File: src/rtl/serial_adder_pkg.sv
// Shared definitions for the bit-serial adder: controller state encoding
// and the default operand width.
package serial_adder_pkg;

    localparam int DEFAULT_WIDTH = 8;

    typedef enum logic [1:0] {
        IDLE = 2'd0,
        RUN  = 2'd1,
        DONE = 2'd2
    } state_t;

endpackage

File: src/rtl/one_bit_full_adder.sv
// Single full-adder slice; the only arithmetic in the serial adder datapath.
module one_bit_full_adder (
    input  logic A,
    input  logic B,
    input  logic Cin,
    output logic Sum,
    output logic Cout
);

    logic w_prop;

    assign w_prop = A ^ B;
    assign Sum    = w_prop ^ Cin;
    assign Cout   = (A & B) | (Cin & w_prop);

endmodule

File: src/rtl/serial_adder_ctrl.sv
// Bit-serial adder: one full-adder slice per clock, LSB first, producing
// {Cout, Sum_out} = A_in + B_in + Cin after WIDTH RUN cycles.
module serial_adder_ctrl
    import serial_adder_pkg::*;
#(
    parameter int WIDTH = DEFAULT_WIDTH
) (
    input  logic             clk,
    input  logic             rst,
    input  logic             start,
    input  logic [WIDTH-1:0] A_in,
    input  logic [WIDTH-1:0] B_in,
    input  logic             Cin,
    output logic             busy,
    output logic             done,
    output logic [WIDTH-1:0] Sum_out,
    output logic             Cout
);

    localparam int              IDX_W    = $clog2(WIDTH);
    localparam logic [IDX_W-1:0] LAST_IDX = IDX_W'(WIDTH - 1);

    state_t             r_state;
    logic [WIDTH-1:0]   r_a;
    logic [WIDTH-1:0]   r_b;
    logic [WIDTH-1:0]   r_sum;
    logic               r_carry;
    logic [IDX_W-1:0]   r_idx;
    logic               r_busy;
    logic               r_done;
    logic [WIDTH-1:0]   r_sum_out;
    logic               r_cout;

    logic               w_sum;
    logic               w_cout;
    logic               w_accept;
    logic               w_last;
    logic [WIDTH-1:0]   w_sum_shifted;

    one_bit_full_adder u_fa (
        .A    (r_a[0]),
        .B    (r_b[0]),
        .Cin  (r_carry),
        .Sum  (w_sum),
        .Cout (w_cout)
    );

    // start is honoured in IDLE and in the one-cycle DONE state, never in RUN.
    assign w_accept      = start && (r_state != RUN);
    assign w_last        = (r_idx == LAST_IDX);
    assign w_sum_shifted = {w_sum, r_sum[WIDTH-1:1]};

    always_ff @(posedge clk) begin
        if (rst) begin
            r_state <= IDLE;
            r_busy  <= 1'b0;
            r_done  <= 1'b0;
        end else begin
            r_done <= 1'b0;
            case (r_state)
                RUN: begin
                    if (w_last) begin
                        r_state <= DONE;
                        r_busy  <= 1'b0;
                        r_done  <= 1'b1;
                    end
                end
                default: begin
                    if (w_accept) begin
                        r_state <= RUN;
                        r_busy  <= 1'b1;
                    end else begin
                        r_state <= IDLE;
                        r_busy  <= 1'b0;
                    end
                end
            endcase
        end
    end

    // Operand shift registers, carry and bit index.
    always_ff @(posedge clk) begin
        if (rst) begin
            r_a     <= '0;
            r_b     <= '0;
            r_sum   <= '0;
            r_carry <= 1'b0;
            r_idx   <= '0;
        end else if (r_state == RUN) begin
            r_a     <= {1'b0, r_a[WIDTH-1:1]};
            r_b     <= {1'b0, r_b[WIDTH-1:1]};
            r_sum   <= w_sum_shifted;
            r_carry <= w_cout;
            r_idx   <= r_idx + IDX_W'(1);
        end else if (w_accept) begin
            r_a     <= A_in;
            r_b     <= B_in;
            r_sum   <= '0;
            r_carry <= Cin;
            r_idx   <= '0;
        end
    end

    // Visible result changes only on the final slice, so an aborted run leaves it untouched.
    always_ff @(posedge clk) begin
        if (rst) begin
            r_sum_out <= '0;
            r_cout    <= 1'b0;
        end else if ((r_state == RUN) && w_last) begin
            r_sum_out <= w_sum_shifted;
            r_cout    <= w_cout;
        end
    end

    assign busy    = r_busy;
    assign done    = r_done;
    assign Sum_out = r_sum_out;
    assign Cout    = r_cout;

endmodule

File: config.mk
export PLATFORM = sky130hd
export DESIGN_NAME = serial_adder_ctrl
export DESIGN_NICKNAME = d
export VERILOG_FILES = /design/src/rtl/serial_adder_pkg.sv /design/src/rtl/one_bit_full_adder.sv /design/src/rtl/serial_adder_ctrl.sv
export SDC_FILE = /design/constraint.sdc
export NUM_CORES = 1
export LEC_CHECK = 0
export BUFFER_PORTS_ARGS = -buffer_cell sky130_fd_sc_hd__buf_2
export CORE_MARGIN = 2
export CORE_UTILIZATION = 54
export DETAILED_ROUTE_END_ITERATION = 6
export HOLD_SLACK_MARGIN = 0.15
export PLACE_DENSITY = 0.83
export SYNTH_ARGS = -nofsm -noshare
export SYNTH_HDL_FRONTEND = slang
export SYNTH_SLANG_ARGS = --single-unit
File: constraint.sdc
create_clock -name clk -period 1.85 [get_ports clk]
set_clock_uncertainty 0.1 [all_clocks]
set_input_delay 0.2775 -clock clk [delete_from_list [all_inputs] [get_ports clk]]
set_output_delay 0.2775 -clock clk [all_outputs]
set_load 0.03 [all_outputs]
==> results of run 1 <==
## synthesized netlist by cell type
| cell | number | share of area, % |
|---|---|---|
| nand2b_1 | 2 | 0.76 |
| fa_1 | 1 | 1.2 |
| o21ai_0 | 1 | 0.31 |
| nor3_1 | 2 | 0.61 |
| nand3b_1 | 11 | 5.0 |
| nand2_1 | 27 | 6.2 |
| buf_2 | 8 | 2.4 |
| clkbuf_1 | 3 | 0.69 |
| mux2i_1 | 17 | 10 |
| buf_4 | 1 | 0.46 |
| a211oi_2 | 10 | 7.6 |
| buf_12 | 1 | 1.2 |
| ha_1 | 2 | 1.5 |
| nor2_1 | 18 | 4.1 |
| and3b_1 | 1 | 0.53 |
| a21oi_1 | 19 | 5.8 |
| buf_6 | 1 | 0.69 |
| and2b_1 | 1 | 0.46 |
| dfxtp_1 | 39 | 48 |
| a211oi_1 | 5 | 2.3 |
## critical path, cell delays in order, from the launching register on
cell and delay (ns):
dfxtp_1 0.34, ha_1 0.19, ha_1 0.19, nand3b_1 0.34, o21ai_0 0.18, nor2_1 0.13
## through the flow
| stage | util (%) | instance area [um^2] | std cells |
|---|---|---|---|
| floorplan | - | 1640 | 170 |
| global placement | 63.4 | 1790 | 221 |
| detailed placement | 63.4 | 1790 | 221 |
| CTS | 67.1 | 1900 | 231 |
| global route | 67.1 | 1900 | 231 |
| finish | 67.1 | 1900 | 231 |
## metal layers
metal	global-route usage [%]	vias up	wire (um)
met2	35.2	29	1550
met5	0	-	0
met1	20.9	578	1340
li1	-	644	-
met4	7.14	0	46
met3	5.90	6	138
## cell type report
cell class	count	area, um^2	area share, %
sequential	39	781	41.1
multi-input combinational	117	768	40.4
timing repair buffer	36	225	11.9
clock buffer	6	51.3	2.70
tap	31	38.8	2.04
clock inverter	2	35.0	1.84
## worst min path at each step
stage / start / end / slack (ns) / cells after the start
final: A_in[5] / r_a[5] / 0.18 / 3
after global routing: A_in[2] / r_a[2] / 0.19 / 3
after CTS: A_in[5] / r_a[5] / 0.17 / 3
after detailed placement: Sum_out[2] / Sum_out[2] / 0.34 / 2
after global placement: Sum_out[2] / Sum_out[2] / 0.34 / 2
after floorplan: r_sum[1] / Sum_out[0] / 0.33 / 2
## flip-flops by register name, indices dropped and copies added (netlist names)
register  count
Cout          1
Sum_out       8
done          1
r_a           8
r_b           8
r_carry       1
r_idx         3
r_state       2
r_sum         7
## power by group
part	internal, mW	switching (mW)
Combinational	0.0867	0.101
Clock	0.319	0.269
Sequential	0.876	0.0217
## cell families (layout without fill, tap and decap cells)
family,count (synthesis),after routing,synth area share (%)
flops,39,39,47.6
mux,17,17,10.4
simple gates,62,62,17.7
buf+inv,14,44,5.50
fa+ha+maj,3,3,2.75
compound gates,35,35,16.0
==> impl_metrics.yaml, run 1 <==
die:
  start_util_pct: 57.9
  fp.dieArea_mm2: 0.00349
  rows: 19
  die_y_um: 59.1
  die_w_um: 59.1
  num_io_pins: 31
  coreArea_mm2: 0.00283
sta:
  hold_viol_final: 0
  finalSetupTns_ns: 0
  finalSetupViolCount: 0
  fmax_mhz: 656
  hold_ws_ns: 0.177
  slew_headroom_pct: 64.9
  layout_setup_ws_ns: 0.327
  rsz0062_at_grt: "false"
  slew_violations: 0
  worst_slew_pin_slew_ns: 0.527
  fin_crit_sh_pct: 82.4
  fin_crit_ns: 1.52
logic_synthesis:
  postSynthCellCount: 170
  syn-cell-area_mm2: 0.00164
  syn_avg_cell_area_um2: 9.64
  yosys_warnings: 0
  yosysUniqueCellTypes: 20
  yosysSeqAreaShare_pct: 47.6
  synth_nets: 193
  synth_seq_cells: 39
final_layout:
  fillCellCount: 225
  layout-drive-gt1-share_pct: 26.0
  n_antenna_cell: 0
  syn_to_final_growth_pct: 15.9
  layout.nets: 222
  final_cell_mix: "39 x dfxtp_1, 30 x buf_2, 27 x nand2_1"
  final_common_cell: "dfxtp_1"
clocking:
  ctsRootBufferMaster: "clkbuf_4"
  clk_latency_ns: 0.34
  clk_pin_slew_worst_paths_ns: 0.11
  cts_buffer_depth: 2
  ctsHoldBuffers: 2
  cts_resized: 0
  cts_buffers: 5
  cts_setup_buffers: 0
  htreeDepth: 2
  cts_num_sinks: 39
  cts_tree: "yes"
setup_path:
  cp-end-kind: "register"
  path_class: "register to register"
  regToRegSetupSlack_ns: 0.33
  cp-start-kind: "register"
  required_ns: 2.02
  crit_end: "r_state[0]"
  critPathLaunch: "r_idx[0]"
  crit_path_max_fanout: 12
  arrival_ns: 1.70
  reg2reg_depth: 5
  r2r-end: "r_state[0]"
  timing.rr.start: "r_idx[0]"
power:
  p_per_area_mw_per_mm2: 881
  power.leakage_nw: 0.804
  vdd_drop_max_uv: 566
  total_power_mw: 1.67
placement:
  portBuffers: 30
  place_ws_ns: 0.360
  hpwl_um: 2080
  gp_congestion: 0.783
global_route:
  grt_max_degree: 35
  grt_first_pass_wirelength_um: 5060
  grt_pass1_vias: 1213
  grt.total_usage_pct: 19.3
  antenna_found_initial: 0
  gr-total-overflow: 0
drt:
  drc: 0
  ant_nets: 0
  drtIter0Drc: 44
  vias: 1257
  wl_per_cell_um: 13.3
  first_pass_iters: 4
  drt_wl_total_um: 3070
  viasPerCell: 5.44
worst_hold_path:
  hp-class: "input pin to register"
flow_run:
  max-cap-violations: 0
status:
  status: "finished, final reports clean"
(Power assumes the default switching activity.)
==> inputs of run 2 (changes only) <==
Settings changed: CORE_UTILIZATION 54 to 48, PLACE_DENSITY 0.83 to 0.78.
Clock period 1.85 ns to 1.3 ns, I/O delays scaled along.
==> impl_metrics.yaml, run 2 (same netlist as run 1, synthesis figures left out) <==
status:
  status: "finished, violations left"
  violations: "negative setup slack"
final_layout:
  layout-drive-gt1-share_pct: 33.9
  fin_util_pct: 66.3
  n_antenna_cell: 0
  final_common_cell: "dfxtp_1"
  layout.nets: 243
  design_area_mm2: 0.00219
  final_cell_mix: "36 x dfxtp_1, 29 x buf_2, 20 x nand2_1"
  syn_to_final_growth_pct: 33.9
die:
  die_w_um: 62.4
  rows: 21
  fp.dieArea_mm2: 0.00390
  die_y_um: 62.4
  start_util_pct: 49.5
  num_io_pins: 31
  coreArea_mm2: 0.00331
clocking:
  clk_pin_slew_worst_paths_ns: 0.11
  ctsRootBufferMaster: "clkbuf_4"
  clk_latency_ns: 0.35
  cts_buffers: 5
  cts_setup_buffers: 0
  htreeDepth: 2
  cts_buffer_depth: 2
  cts_num_sinks: 39
  cts_tree: "yes"
sta:
  hold_viol_final: 0
  fin_crit_ns: 1.32
  fmax_mhz: 759
  finalSetupTns_ns: -0.0953
  rsz0062_at_grt: "true"
  finalSetupViolCount: 9
  layout_setup_ws_ns: -0.0168
  worst_slew_pin_slew_ns: 0.205
  slew_violations: 0
  slew_headroom_pct: 85.9
  fin_crit_sh_pct: 101
setup_path:
  cp_slowest_stage_delay_ns: 0.35
  path_class: "register to register"
  arrival_ns: 1.46
  reg2reg_depth: 6
  cp_slowest_cell: "dfxtp_2"
  cp.depth: 6
  cp-end-kind: "register"
  crit_path_max_fanout: 7
  crit_chain: "ha_4, ha_4, and3b_2, buf_6, nand2_1, a21oi_1"
  cp-start-kind: "register"
  worst-path-buf-inv: 1
  crit_path_frequent_cell: "ha_4"
  required_ns: 1.44
  cp_top_family: "flip-flops"
  regToRegSetupSlack_ns: -0.02
global_route:
  grt_first_pass_wirelength_um: 5640
  grt_pass1_vias: 1265
  antenna_found_initial: 0
  grt.total_usage_pct: 18.5
  gr-total-overflow: 0
  grt_max_degree: 41
worst_hold_path:
  hp-class: "input pin to register"
  min_path_cells: 3
power:
  vdd_drop_max_uv: 681
  p_per_area_mw_per_mm2: 1010
  power.leakage_nw: 0.902
  total_power_mw: 2.21
drt:
  wl_per_cell_um: 12.8
  drtIter0Drc: 84
  viasPerCell: 5.10
  ant_nets: 0
  drc: 0
  vias: 1362
  first_pass_iters: 4
  drt_wl_total_um: 3420
placement:
  place_ws_ns: -0.0662
  hpwl_um: 1870
  postPlaceCellArea_mm2: 0.00188
  portBuffers: 30
  gp_congestion: 0.732
flow_run:
  max-cap-violations: 0
run 2: changes by cell type in the layout (fill, tap and decap cells not counted), sizes merged:
| cell | change |
|---|---|
| dlygate4sd3 | +15 |
| bufinv | -1 |
| clkbuf | +3 |
| buf | +4 |
run 2: worst reg2reg max path, delay by kind of cell (launching register included):
| kind | cells | cell delay, ns |
|---|---|---|
| compound gates | 1 | 0.05 |
| simple gates | 2 | 0.27 |
| flops | 1 | 0.35 |
| buf+inv | 1 | 0.14 |
| fa+ha+maj | 2 | 0.31 |
run 2: cell type report:
cell class	count	area, um^2
Sequential cell	39	785
Timing Repair Buffer	57	469
Fill cell	252	1120
Clock buffer	7	45.0
Tap cell	46	57.6
Clock inverter	1	5.00
Multi-Input combinational cell	117	833
run 2: final timing paths:
path,from,endpoint
hold reg to reg,Sum_out[6],Sum_out[6]
hold / removal,rst,Sum_out[4]
setup reg to reg,r_idx[0],Sum_out[0]
setup / recovery,r_idx[0],Sum_out[0]
run 2: layer usage:
metal | part of all wire, % | GRT usage [%] | vias to the layer above | routed length [um]
li1 | - | - | 688 | -
met1 | 46 | 21.5 | 644 | 1580
met2 | 48 | 30.1 | 26 | 1640
met3 | 4.1 | 7.21 | 4 | 139
met4 | 1.8 | 8.33 | 0 | 63
met5 | 0 | 0 | - | 0
run 2: through the flow:
stage	instances	hold slack [ns]
global placement	241	0.340
floorplan	170	0.290
detailed placement	241	0.344
CTS	266	0.160
global route	267	0.150
finish	267	0.154
run 2: power by group:
part	leakage, nW	switching (mW)	internal [mW]
clock	0.0293	0.381	0.211
sequential	0.320	0.0331	1.25
combinational	0.553	0.159	0.176
run 2: timing repair:
action | 4_1_cts | 5_1_grt
pin swaps | 1 | 2
setup endpoints to repair | 10 | 14
cloned | 0 | 1
endpoints found under the hold margin | 17 | 0
gates resized for setup | 8 | 15
hold buffers | 17 | 0
==> inputs of run 3 (changes only) <==
Settings changed: CELL_PAD_IN_SITES_DETAIL_PLACEMENT set to 2, CELL_PAD_IN_SITES_GLOBAL_PLACEMENT set to 2, CORE_UTILIZATION 48 to 30, GPL_ROUTABILITY_DRIVEN set to 1, PLACE_DENSITY 0.78 to 0.79.
==> impl_metrics.yaml, run 3 (same netlist as run 1, synthesis figures left out) <==
sta:
  worst_slew_pin_slew_ns: 0.181
  fmax_mhz: 739
  fin_crit_ns: 1.35
  slew_headroom_pct: 87.6
  hold_viol_final: 0
  slew_violations: 0
  layout_setup_ws_ns: -0.0541
  finalSetupViolCount: 10
  fin_crit_sh_pct: 104
  rsz0062_at_grt: "true"
clocking:
  cts_num_sinks: 39
  clk_latency_ns: 0.29
  cts_tree: "yes"
  ctsRootBufferMaster: "clkbuf_8"
  clk_pin_slew_worst_paths_ns: 0.08
  cts_buffers: 5
  cts_buffer_depth: 2
  htreeDepth: 2
setup_path:
  regToRegSetupSlack_ns: -0.05
  crit_path_max_fanout: 6
  cp-start-kind: "register"
  r2r-end: "Sum_out[5]"
  timing.rr.start: "r_idx[1]"
  critPathLaunch: "r_idx[1]"
  cp_slowest_cell: "dfxtp_2"
  crit_path_frequent_cell: "ha_4"
  reg2reg_depth: 6
  arrival_ns: 1.44
  cp-end-kind: "register"
  crit_chain: "ha_4, ha_4, and3b_2, buf_6, nand2_2, a21oi_2"
  required_ns: 1.39
  cp_slowest_stage_delay_ns: 0.34
  path_class: "register to register"
final_layout:
  layout-drive-gt1-share_pct: 39.9
  n_antenna_cell: 0
  final_common_cell: "dfxtp_1"
  layout.nets: 230
  syn_to_final_growth_pct: 33.1
  final_cell_mix: "34 x dfxtp_1, 30 x buf_2, 19 x nand2_1"
global_route:
  grt_first_pass_wirelength_um: 7250
  grt_pass1_vias: 1540
  grt_max_degree: 40
  gr-total-overflow: 0
  grt.total_usage_pct: 15.2
  antenna_found_initial: 0
die:
  fp.dieArea_mm2: 0.00607
  start_util_pct: 31.5
  die_y_um: 77.9
  die_w_um: 77.9
  coreArea_mm2: 0.00520
  num_io_pins: 31
  rows: 26
power:
  swShare_pct: 24.1
  power.leakage_nw: 0.893
  intPower_mw: 2.02
  total_power_mw: 2.66
  seqPwrFrac_pct: 48.3
  vdd_drop_max_uv: 429
  pwr-share-clk_pct: 40.0
  p_sw_mw: 0.641
  p_per_area_mw_per_mm2: 1220
  comb_power_share_pct: 11.7
drt:
  drc: 0
  vias: 1362
  ant_nets: 0
  drt_wl_total_um: 4300
  wl_per_cell_um: 15.5
  viasPerCell: 4.90
  first_pass_iters: 4
  drtIter0Drc: 32
status:
  violations: "negative setup slack"
  status: "finished, violations left"
worst_hold_path:
  min_from: "A_in[4]"
  min_to: "r_a[4]"
  hp-class: "input pin to register"
  min_path_cells: 3
flow_run:
  max-cap-violations: 0
placement:
  gp_congestion: 0.684
  hpwl_um: 2730
  place_ws_ns: -0.0906
  portBuffers: 30
-- run 3: power groups by stage --
stage	Combinational, mW	Sequential (mW)	Clock [mW]
after floorplan	0.194	1.30	0
after global placement	0.289	1.30	0
after detailed placement	0.298	1.31	0
after CTS	0.312	1.28	1.09
after global routing	0.345	1.29	1.15
final	0.312	1.29	1.06
-- run 3: worst max-delay path, delay by kind of cell, from the launching register on --
family,cells,cell delay (ns)
adder cells (fa/ha/maj),2,0.31
flip-flops,1,0.34
buffers and inverters,1,0.14
AO/OA/AOI/OAI,1,0.05
AND/OR/NAND/NOR,2,0.30
-- run 3: worst max-delay path by stage --
stage | to | slack, ns | cells past startpoint
floorplan | Sum_out[0] | 0.007 | 6
global placement | Sum_out[3] | -0.04 | 6
detailed placement | Sum_out[7] | -0.09 | 6
CTS | Sum_out[4] | -0.05 | 6
global route | Sum_out[3] | -0.1 | 6
finish | Sum_out[5] | -0.05 | 6
-- run 3: timing repair --
action | in CTS | in global routing
pin swaps | 5 | 2
buffers inserted | 0 | 1
endpoints found under the hold margin | 3 | 0
gates resized for setup | 19 | 11
hold buffers | 3 | 0
endpoints found under the setup margin | 11 | 31
-- run 3: cell type report --
class | instances | area [um^2]
tap | 70 | 87.6
fill | 584 | 3020
clock buffer | 6 | 82.6
timing repair buffer | 44 | 337
sequential | 39 | 787
clock inverter | 2 | 35.0
multi-input combinational | 117 | 852
-- run 3: routing by layer --
metal  vias up  share of wire [%]  track usage (%)
li1        657                  -                -
met1       671                 43             17.0
met2        27                 52             28.3
met3         7                3.9             3.37
met4         0               0.95             5.26
met5         -                  0                0
-- run 3: through the flow --
stage | TNS [ns] | hold WS (ns) | utilization [%] | instance area, um^2 | std cells
2_1_floorplan | 0 | 0.290 | - | 1650 | 170
6_report | -0.424 | 0.155 | 41.9 | 2180 | 278
3_5_place_dp | -0.729 | 0.351 | 37.0 | 1930 | 266
4_1_cts | -0.406 | 0.153 | 41.1 | 2140 | 277
3_3_place_gp | -0.307 | 0.345 | 37.0 | 1930 | 266
5_1_grt | -0.827 | 0.165 | 41.9 | 2180 | 278
